==> src/rtl/alu_sequencer_pkg.sv <==
// +--------------------------------------------------------------------------+
// | alu_sequencer_pkg : opcodes, FSM states and strobe decode shared by the   |
// |                     ALU sequencer and the instruction decoder.            |
// | Revision 1.0                                                              |
// +--------------------------------------------------------------------------+
`default_nettype none

package alu_sequencer_pkg;

  localparam int C_OP_BITS = 2;

  typedef enum logic [C_OP_BITS-1:0] {
    OP_ADD = 2'b00,
    OP_SUB = 2'b01,
    OP_XOR = 2'b10,
    OP_MUL = 2'b11
  } opcode_e;

  typedef enum logic [2:0] {
    ST_IDLE    = 3'd0,
    ST_LOAD_A  = 3'd1,
    ST_EXEC    = 3'd2,
    ST_CAPTURE = 3'd3,
    ST_DONE    = 3'd4
  } state_e;

  typedef struct packed {
    logic addsub;
    logic xor_c;
    logic mul;
  } strobes_t;

  // Exactly one of the three ALU mode strobes (or none, for ADD) per opcode.
  function automatic strobes_t decode_op(input opcode_e op);
    strobes_t s;
    s = '0;
    unique case (op)
      OP_SUB:  s.addsub = 1'b1;
      OP_XOR:  s.xor_c  = 1'b1;
      OP_MUL:  s.mul    = 1'b1;
      default: s        = '0;
    endcase
    return s;
  endfunction

endpackage

`default_nettype wire

==> src/rtl/alu_sequencer_if.sv <==
// +--------------------------------------------------------------------------+
// | alu_sequencer_if : request handshake plus ALU control/result bus.         |
// | The chain input exists only when ALU_SEQ_CHAIN_EN is defined.             |
// | Revision 1.0                                                              |
// +--------------------------------------------------------------------------+
`default_nettype none

interface alu_sequencer_if #(
  parameter int WIDTH = 16,
  parameter int OPW   = 2
);

  logic             start;
  logic [OPW-1:0]   opcode;
  logic [WIDTH-1:0] operand_a;
  logic [WIDTH-1:0] operand_b;
`ifdef ALU_SEQ_CHAIN_EN
  logic             chain;
`endif
  logic             busy;
  logic             done;
  logic [WIDTH-1:0] result_lo;
  logic [WIDTH-1:0] result_hi;

  logic [WIDTH-1:0] alu_a;
  logic [WIDTH-1:0] alu_b;
  logic             alu_addsub;
  logic             alu_xor;
  logic             alu_mul;
  logic             alu_a_en;
  logic             alu_acc_en;
  logic [WIDTH-1:0] alu_acc;
  logic [WIDTH-1:0] alu_mul_acc;

  modport slave (
`ifdef ALU_SEQ_CHAIN_EN
    input  chain,
`endif
    input  start, opcode, operand_a, operand_b, alu_acc, alu_mul_acc,
    output busy, done, result_lo, result_hi,
    output alu_a, alu_b, alu_addsub, alu_xor, alu_mul, alu_a_en, alu_acc_en
  );

  modport master (
`ifdef ALU_SEQ_CHAIN_EN
    output chain,
`endif
    output start, opcode, operand_a, operand_b, alu_acc, alu_mul_acc,
    input  busy, done, result_lo, result_hi,
    input  alu_a, alu_b, alu_addsub, alu_xor, alu_mul, alu_a_en, alu_acc_en
  );

endinterface

`default_nettype wire

==> src/rtl/alu_sequencer_reg.sv <==
// +--------------------------------------------------------------------------+
// | sixteen_bit_reg : load-enabled register with synchronous clear, used for  |
// |                   operand and result latches.                             |
// | Revision 1.0                                                              |
// +--------------------------------------------------------------------------+
`default_nettype none

module sixteen_bit_reg #(
  parameter int WIDTH = 16
) (
  input  wire logic             clk,
  input  wire logic             rst,
  input  wire logic             en_i,
  input  wire logic [WIDTH-1:0] d_i,
  output logic      [WIDTH-1:0] q_o
);

  logic [WIDTH-1:0] data_q;

  always_ff @(posedge clk) begin
    if (rst) begin
      data_q <= '0;
    end else if (en_i) begin
      data_q <= d_i;
    end
  end

  assign q_o = data_q;

endmodule

`default_nettype wire

==> src/rtl/alu_sequencer.sv <==
// +--------------------------------------------------------------------------+
// | alu_sequencer : control FSM sequencing one op request through the ALU     |
// |                 (LOAD_A, EXEC, CAPTURE, DONE). Option: ALU_SEQ_CHAIN_EN.  |
// | Revision 1.0                                                              |
// +--------------------------------------------------------------------------+
`default_nettype none

module alu_sequencer
  import alu_sequencer_pkg::*;
#(
  parameter int WIDTH = 16,
  parameter int OPW   = 2
) (
  input wire logic      clk,
  input wire logic      rst,
  alu_sequencer_if.slave seq_io
);

  state_e           state_q, state_d;
  opcode_e          op_q, op_d;
  strobes_t         strb;
  logic             accept;
  logic             capture;
  logic             busy;
  logic             done;
  logic             a_en;
  logic             acc_en;
  logic [WIDTH-1:0] a_d, a_q, b_q;
  logic [WIDTH-1:0] lo_q, hi_d, hi_q;

  assign accept = (state_q == ST_IDLE) && seq_io.start;
  assign op_d   = opcode_e'(seq_io.opcode[C_OP_BITS-1:0]);

`ifdef ALU_SEQ_CHAIN_EN
  // Chaining feeds the previous low result back as the new A operand.
  assign a_d = seq_io.chain ? lo_q : seq_io.operand_a;
`else
  assign a_d = seq_io.operand_a;
`endif

  assign hi_d = (op_q == OP_MUL) ? seq_io.alu_mul_acc : '0;

  always_ff @(posedge clk) begin
    if (rst) begin
      state_q <= ST_IDLE;
      op_q    <= OP_ADD;
    end else begin
      state_q <= state_d;
      if (accept) begin
        op_q <= op_d;
      end
    end
  end

  always_comb begin
    state_d = state_q;
    busy    = 1'b1;
    done    = 1'b0;
    a_en    = 1'b0;
    acc_en  = 1'b0;
    capture = 1'b0;
    strb    = '0;
    unique case (state_q)
      ST_IDLE: begin
        busy = 1'b0;
        if (seq_io.start) begin
          state_d = ST_LOAD_A;
        end
      end
      ST_LOAD_A: begin
        a_en    = 1'b1;
        state_d = ST_EXEC;
      end
      ST_EXEC: begin
        acc_en  = 1'b1;
        strb    = decode_op(op_q);
        state_d = ST_CAPTURE;
      end
      ST_CAPTURE: begin
        capture = 1'b1;
        state_d = ST_DONE;
      end
      ST_DONE: begin
        done    = 1'b1;
        state_d = ST_IDLE;
      end
      default: begin
        busy    = 1'b0;
        state_d = ST_IDLE;
      end
    endcase
  end

  sixteen_bit_reg #(.WIDTH(WIDTH)) u_a_reg (
    .clk  (clk),
    .rst  (rst),
    .en_i (accept),
    .d_i  (a_d),
    .q_o  (a_q)
  );

  sixteen_bit_reg #(.WIDTH(WIDTH)) u_b_reg (
    .clk  (clk),
    .rst  (rst),
    .en_i (accept),
    .d_i  (seq_io.operand_b),
    .q_o  (b_q)
  );

  sixteen_bit_reg #(.WIDTH(WIDTH)) u_lo_reg (
    .clk  (clk),
    .rst  (rst),
    .en_i (capture),
    .d_i  (seq_io.alu_acc),
    .q_o  (lo_q)
  );

  sixteen_bit_reg #(.WIDTH(WIDTH)) u_hi_reg (
    .clk  (clk),
    .rst  (rst),
    .en_i (capture),
    .d_i  (hi_d),
    .q_o  (hi_q)
  );

  assign seq_io.busy       = busy;
  assign seq_io.done       = done;
  assign seq_io.alu_a      = a_q;
  assign seq_io.alu_b      = b_q;
  assign seq_io.alu_a_en   = a_en;
  assign seq_io.alu_acc_en = acc_en;
  assign seq_io.alu_addsub = strb.addsub;
  assign seq_io.alu_xor    = strb.xor_c;
  assign seq_io.alu_mul    = strb.mul;
  assign seq_io.result_lo  = lo_q;
  assign seq_io.result_hi  = hi_q;

endmodule

`default_nettype wire
==> src/flat_wrapper.sv <==
// flat-port wrapper written by rule: the top's interface ports become plain ports
module alu_sequencer_flat import alu_sequencer_pkg::*;
#(
  parameter int WIDTH = 16,
  parameter int OPW   = 2
)
  (clk, rst, seq_io_start, seq_io_opcode, seq_io_operand_a, seq_io_operand_b, seq_io_alu_acc, seq_io_alu_mul_acc, seq_io_busy, seq_io_done, seq_io_result_lo, seq_io_result_hi, seq_io_alu_a, seq_io_alu_b, seq_io_alu_addsub, seq_io_alu_xor, seq_io_alu_mul, seq_io_alu_a_en, seq_io_alu_acc_en);
  alu_sequencer_if #(.WIDTH(WIDTH), .OPW(OPW)) seq_io_i ();
  input wire logic clk;
  input wire logic rst;
  input wire logic [$bits(seq_io_i.start)-1:0] seq_io_start;
  input wire logic [$bits(seq_io_i.opcode)-1:0] seq_io_opcode;
  input wire logic [$bits(seq_io_i.operand_a)-1:0] seq_io_operand_a;
  input wire logic [$bits(seq_io_i.operand_b)-1:0] seq_io_operand_b;
  input wire logic [$bits(seq_io_i.alu_acc)-1:0] seq_io_alu_acc;
  input wire logic [$bits(seq_io_i.alu_mul_acc)-1:0] seq_io_alu_mul_acc;
  output wire logic [$bits(seq_io_i.busy)-1:0] seq_io_busy;
  output wire logic [$bits(seq_io_i.done)-1:0] seq_io_done;
  output wire logic [$bits(seq_io_i.result_lo)-1:0] seq_io_result_lo;
  output wire logic [$bits(seq_io_i.result_hi)-1:0] seq_io_result_hi;
  output wire logic [$bits(seq_io_i.alu_a)-1:0] seq_io_alu_a;
  output wire logic [$bits(seq_io_i.alu_b)-1:0] seq_io_alu_b;
  output wire logic [$bits(seq_io_i.alu_addsub)-1:0] seq_io_alu_addsub;
  output wire logic [$bits(seq_io_i.alu_xor)-1:0] seq_io_alu_xor;
  output wire logic [$bits(seq_io_i.alu_mul)-1:0] seq_io_alu_mul;
  output wire logic [$bits(seq_io_i.alu_a_en)-1:0] seq_io_alu_a_en;
  output wire logic [$bits(seq_io_i.alu_acc_en)-1:0] seq_io_alu_acc_en;
  assign seq_io_i.start = seq_io_start;
  assign seq_io_i.opcode = seq_io_opcode;
  assign seq_io_i.operand_a = seq_io_operand_a;
  assign seq_io_i.operand_b = seq_io_operand_b;
  assign seq_io_i.alu_acc = seq_io_alu_acc;
  assign seq_io_i.alu_mul_acc = seq_io_alu_mul_acc;
  assign seq_io_busy = seq_io_i.busy;
  assign seq_io_done = seq_io_i.done;
  assign seq_io_result_lo = seq_io_i.result_lo;
  assign seq_io_result_hi = seq_io_i.result_hi;
  assign seq_io_alu_a = seq_io_i.alu_a;
  assign seq_io_alu_b = seq_io_i.alu_b;
  assign seq_io_alu_addsub = seq_io_i.alu_addsub;
  assign seq_io_alu_xor = seq_io_i.alu_xor;
  assign seq_io_alu_mul = seq_io_i.alu_mul;
  assign seq_io_alu_a_en = seq_io_i.alu_a_en;
  assign seq_io_alu_acc_en = seq_io_i.alu_acc_en;
  alu_sequencer #(.WIDTH(WIDTH), .OPW(OPW)) u_core (.clk(clk), .rst(rst), .seq_io(seq_io_i));
endmodule
==> config.mk <==
export PLATFORM = sky130hd
export DESIGN_NAME = alu_sequencer_flat
export DESIGN_NICKNAME = d
export VERILOG_FILES = /design/src/rtl/alu_sequencer_pkg.sv /design/src/rtl/alu_sequencer_if.sv /design/src/rtl/alu_sequencer_reg.sv /design/src/rtl/alu_sequencer.sv /design/src/flat_wrapper.sv
export SDC_FILE = /design/constraint.sdc
export NUM_CORES = 1
export LEC_CHECK = 0
export BUFFER_PORTS_ARGS = -buffer_cell sky130_fd_sc_hd__buf_2
export CAP_MARGIN = 20
export CORE_ASPECT_RATIO = 0.8
export CORE_MARGIN = 2
export CORE_UTILIZATION = 48
export DETAILED_ROUTE_END_ITERATION = 8
export PLACE_DENSITY_LB_ADDON = 0.2
export SYNTH_ARGS = -nofsm -noshare
export SYNTH_HDL_FRONTEND = slang
export SYNTH_HIERARCHICAL = 1
export SYNTH_SLANG_ARGS = --single-unit
==> constraint.sdc <==
create_clock -name clk -period 3.4 [get_ports clk]
set_input_delay 0.68 -clock clk [delete_from_list [all_inputs] [get_ports clk]]
set_output_delay 0.68 -clock clk [all_outputs]
set_load 0.02 [all_outputs]
# Word-level counts from Yosys, hierarchy flattened

Index checks and enable logic that the tools add are counted.
W data, S select, Z words.

Flip-flop bits (word level): 69
Word-level logic and storage cells: 29
Bits of input ports: 69

Reductions and logical operators: 3
Equality and inequality tests: 8
Muxes and demuxes: 12

Operator list:

| operator             | number |
|---|---|
| $mux W16             | 1 |
| $pmux W3 S4          | 1 |
| $mux W1              | 8 |
| $eq A3 B2 Y1 const B | 2 |
| $mux W3              | 2 |
| $eq A2 B2 Y1 const B | 2 |
| $reduce_or A4 Y1     | 1 |
| $eq A3 B1 Y1 const B | 1 |
| $eq A3 B3 Y1 const B | 1 |
| $logic_not A3 Y1     | 1 |
| $eq A2 B1 Y1 const B | 1 |
| $ne A2 B2 Y1 const B | 1 |
| $logic_and A1 B1 Y1  | 1 |

# Longest topological paths before layout

Depth in word-level cells: 3
Mapped depth: 6
Mapped depth without buffers: 3

# Modules after synthesis

The synthesis kept the hierarchy.

By module, submodules not included:

| module          | area each (um^2) | instances | sequential area each (um^2) | cells an instance |
|---|---|---|---|---|
| sixteen_bit_reg | 580.6            | 4         | 320.3                       | 52 |
| alu_sequencer   | 401.6            | 1         | 100.1                       | 49 |

# Worst setup path before layout

No wires, ideal clock.

Path kind: register to output
Start: reg u_core.state_q[2]
End: out seq_io_alu_addsub
Arrival time: 1.237 ns
Slack: 1.483 ns
Buffers on the path: 1
Stages on the path, launching flop included: 4
Cell sequence: dfxtp_1 clkbuf_1 or3b_4 nor3b_2

Word-level cells in the longest chain between the ends: 2

RTL lines:

| element                | line                | RTL |
|---|---|---|
| from (decl)            | alu_sequencer.sv:19 | `state_e state_q, state_d;` |
| from (signal assigned) | alu_sequencer.sv:48 | `state_q <= state_d;` |
| $eq A3 B2 Y1           | alu_sequencer.sv:63 | `unique case (state_q)` |
| $mux W3                | alu_sequencer.sv:63 |  |
| to (decl)              | flat_wrapper.sv:23  | `output wire logic [$bits(seq_io_i.alu_addsub)-1:0] seq_io_alu_addsub;` |

No other way between the ends.

# Worst setup path after layout

Start: reg u_core.state_q[1]
End: out seq_io_alu_addsub

Same word-level chain as after synthesis.

==> flow_summary.ini <==
[clock_network]
path_clk_slew_ns = 0.07
clk_latency_ns = 0.34
hold_buffers = 0
cts_buffers = 9
cts_buffer_depth = 2
cts_setup_buffers = 0
cts_tree = yes
cts_sinks = 69
cts_resized = 0
root_buffer = clkbuf_8
htree_levels = 3

[logic_synthesis]
synth.ff_latch_count = 69
synth_area_um2 = 2720
syn_nets = 326
yosys-top-cells-area = dfxtp_1 (51%), mux2i_1 (24%), nor2_1 (9.2%)
synth-edff-count = 0
synthArstFlopShare_pct = 0
synthDominantCellAreaShare_pct = 50.7
ys_seq_area_share_pct = 50.7
yosysMostFrequentCell = dfxtp_1
yosysWarnings = 6
syn_inst = 257
yosys.area.top_type = dfxtp_1
synth_cell_types = 22
synthTopCellsByCount = dfxtp_1 (69), nor2_1 (67), mux2i_1 (66)
syn_avg_cell_area_um2 = 10.6
ys.flop_type = dfxtp_1

[cells_and_area]
fin_util_pct = 65.9
syn_to_final_growth_pct = 32.2
fin_area_um2 = 3600
drive_gt1_share_pct = 40.9
n_fill_cell = 500
regArea_um2 = 1380
multiInputGateArea_um2 = 1160
antennaDiodeCount = 0
nets = 458

[detailed_routing]
wire_per_inst_um = 12.2
drtPass1Iterations = 4
drc = 0
wirelength_um = 5750
via_count = 2183
via_per_inst = 4.63
ant_nets = 0
drtIter0Drc = 53

[sta]
rsz0062_at_grt = false
slew_headroom_pct = 36.3
post-route-period-util_pct = 67.6
period_needed_ns = 2.30
final_max_slew_viol_count = 0
tns_ns = 0
max_slew.worst_pin.slew_ns = 0.956
skew_ns = 0.00687
setup_viol = 0
final-hold-violation-count = 0
finalWorstSetupSlack_ns = 1.10
fmax_ghz = 0.435

[critical_path]
worstPathCellList = or3b_4 > nor3b_2 > buf_2
crit_start = u_core/state_q[1]
crit_path_end = seq_io_alu_addsub
cp-start-kind = flip-flop
crit_slowest_cell = dfxtp_1
crit_path_max_incr_delay_ns = 0.48
path_class = flip-flop to output port
worst_r2r_endpoint = u_core/u_hi_reg/q_o[15]
ff2ff_setup_slack_ns = 1.55
worst_ep_required_time_ns = 2.72
cp-end-kind = output port
path_max_fanout = 7
worstRegToRegCells = 3
arrival_ns = 1.62
worstReg2RegStart = u_core/state_q[0]

[grt]
grt_usage_pct = 18.6
grt_pass1_wl_um = 9080
grt_pass1_vias = 2009
gr-total-overflow = 0
antenna_found_initial = 0
grt_max_degree = 43

[job]
maxCapViolCount = 0

[floorplan]
placementRows = 24
die_height_um = 71.4
boundaryPins = 140
die_w_um = 88.2
initial_core_util_pct = 49.8
dieArea_um2 = 6300
core-area_um2 = 5470

[placement]
port_buffers = 139
place_area_um2 = 3360
gp_congestion = 0.737
dp_hpwl_um = 4010
place_ws_ns = 1.45

[power]
p_total_mw = 1.95
p_per_area_nw_per_um2 = 542
ir_drop_mv = 0.393
leakagePower_nw = 1.80

[status]
status = complete, no violations

[worst_hold_path]
min_path_type = flip-flop to flip-flop
## worst min path at each step
stage	startpoint	end	slack (ns)	cells after the start
detailed placement	u_core/u_b_reg/q_o[6]	u_core/u_b_reg/q_o[6]	0.47	2
floorplan	u_core/state_q[1]	u_core/state_q[0]	0.56	2
CTS	u_core/u_a_reg/q_o[7]	u_core/u_a_reg/q_o[7]	0.49	2
global route	u_core/u_lo_reg/q_o[13]	u_core/u_lo_reg/q_o[13]	0.52	2
global placement	u_core/u_lo_reg/q_o[15]	u_core/u_lo_reg/q_o[15]	0.47	2
finish	u_core/u_b_reg/q_o[9]	u_core/u_b_reg/q_o[9]	0.49	2
## power breakdown
part	switching, mW	total (mW)	internal (mW)
combinational	0.153	0.278	0.125
sequential	0.0326	0.882	0.850
clock	0.286	0.793	0.507
## final cells by class
type                            instances  share of cell area (%)
Sequential cell                        69                    38.4
Clock inverter                          4                    2.64
Timing Repair Buffer                  142                    19.9
Tap cell                               78                    2.71
Inverter                                1                   0.104
Multi-Input combinational cell        166                    32.2
Clock buffer                           12                    4.03
## cells in the final DEF, fill, tap and decap left out, types with 3 or more instances in the layout
cell | netlist | final
nand2b_1 | 4 | 4
bufinv_16 | 0 | 3
buf_4 | 0 | 3
nor2_1 | 67 | 67
mux2i_1 | 66 | 66
dfxtp_1 | 69 | 69
and3_1 | 16 | 16
buf_2 | 4 | 139
clkbuf_8 | 0 | 10
## kinds of logic (layout without fill, tap and decap cells)
logic type / after synthesis / in the layout / synth area share (%)
multiplexers: 66 / 66 / 24.3
flip-flops: 69 / 69 / 50.7
XOR/XNOR: 2 / 2 / 0.643
buffers and inverters: 22 / 159 / 6.71
AND/OR/NAND/NOR: 98 / 98 / 17.7
## stage by stage
stage	instances	hold slack, ns
6_report	472	0.489
5_1_grt	472	0.523
4_1_cts	472	0.493
3_5_place_dp	456	0.473
3_3_place_gp	456	0.467
2_1_floorplan	257	0.560
## flip-flops by register name (all words and copies together), names as in the netlist
signal / count
u_core/u_lo_reg/q_o: 16
u_core/u_hi_reg/q_o: 16
u_core/u_a_reg/q_o: 16
u_core/op_q: 2
u_core/state_q: 3
u_core/u_b_reg/q_o: 16
## per-layer routing
layer  share of wire [%]  GRT usage (%)  vias to the layer above  wire length [um]
met2                  47           30.8                       76              2690
met5                   0              0                        -                 0
met4                 1.0           7.07                        0                60
met1                  45           22.0                      988              2570
met3                 7.5           7.03                        6               431
li1                    -              -                     1113                 -
## worst max-delay path, delay by kind of cell (launching register included)
| kind | cells | cell delay [ns] |
|---|---|---|
| simple gates | 2 | 0.62 |
| flops | 1 | 0.48 |
| buf+inv | 1 | 0.18 |
No activity file was read; power rests on OpenSTA's default activity.
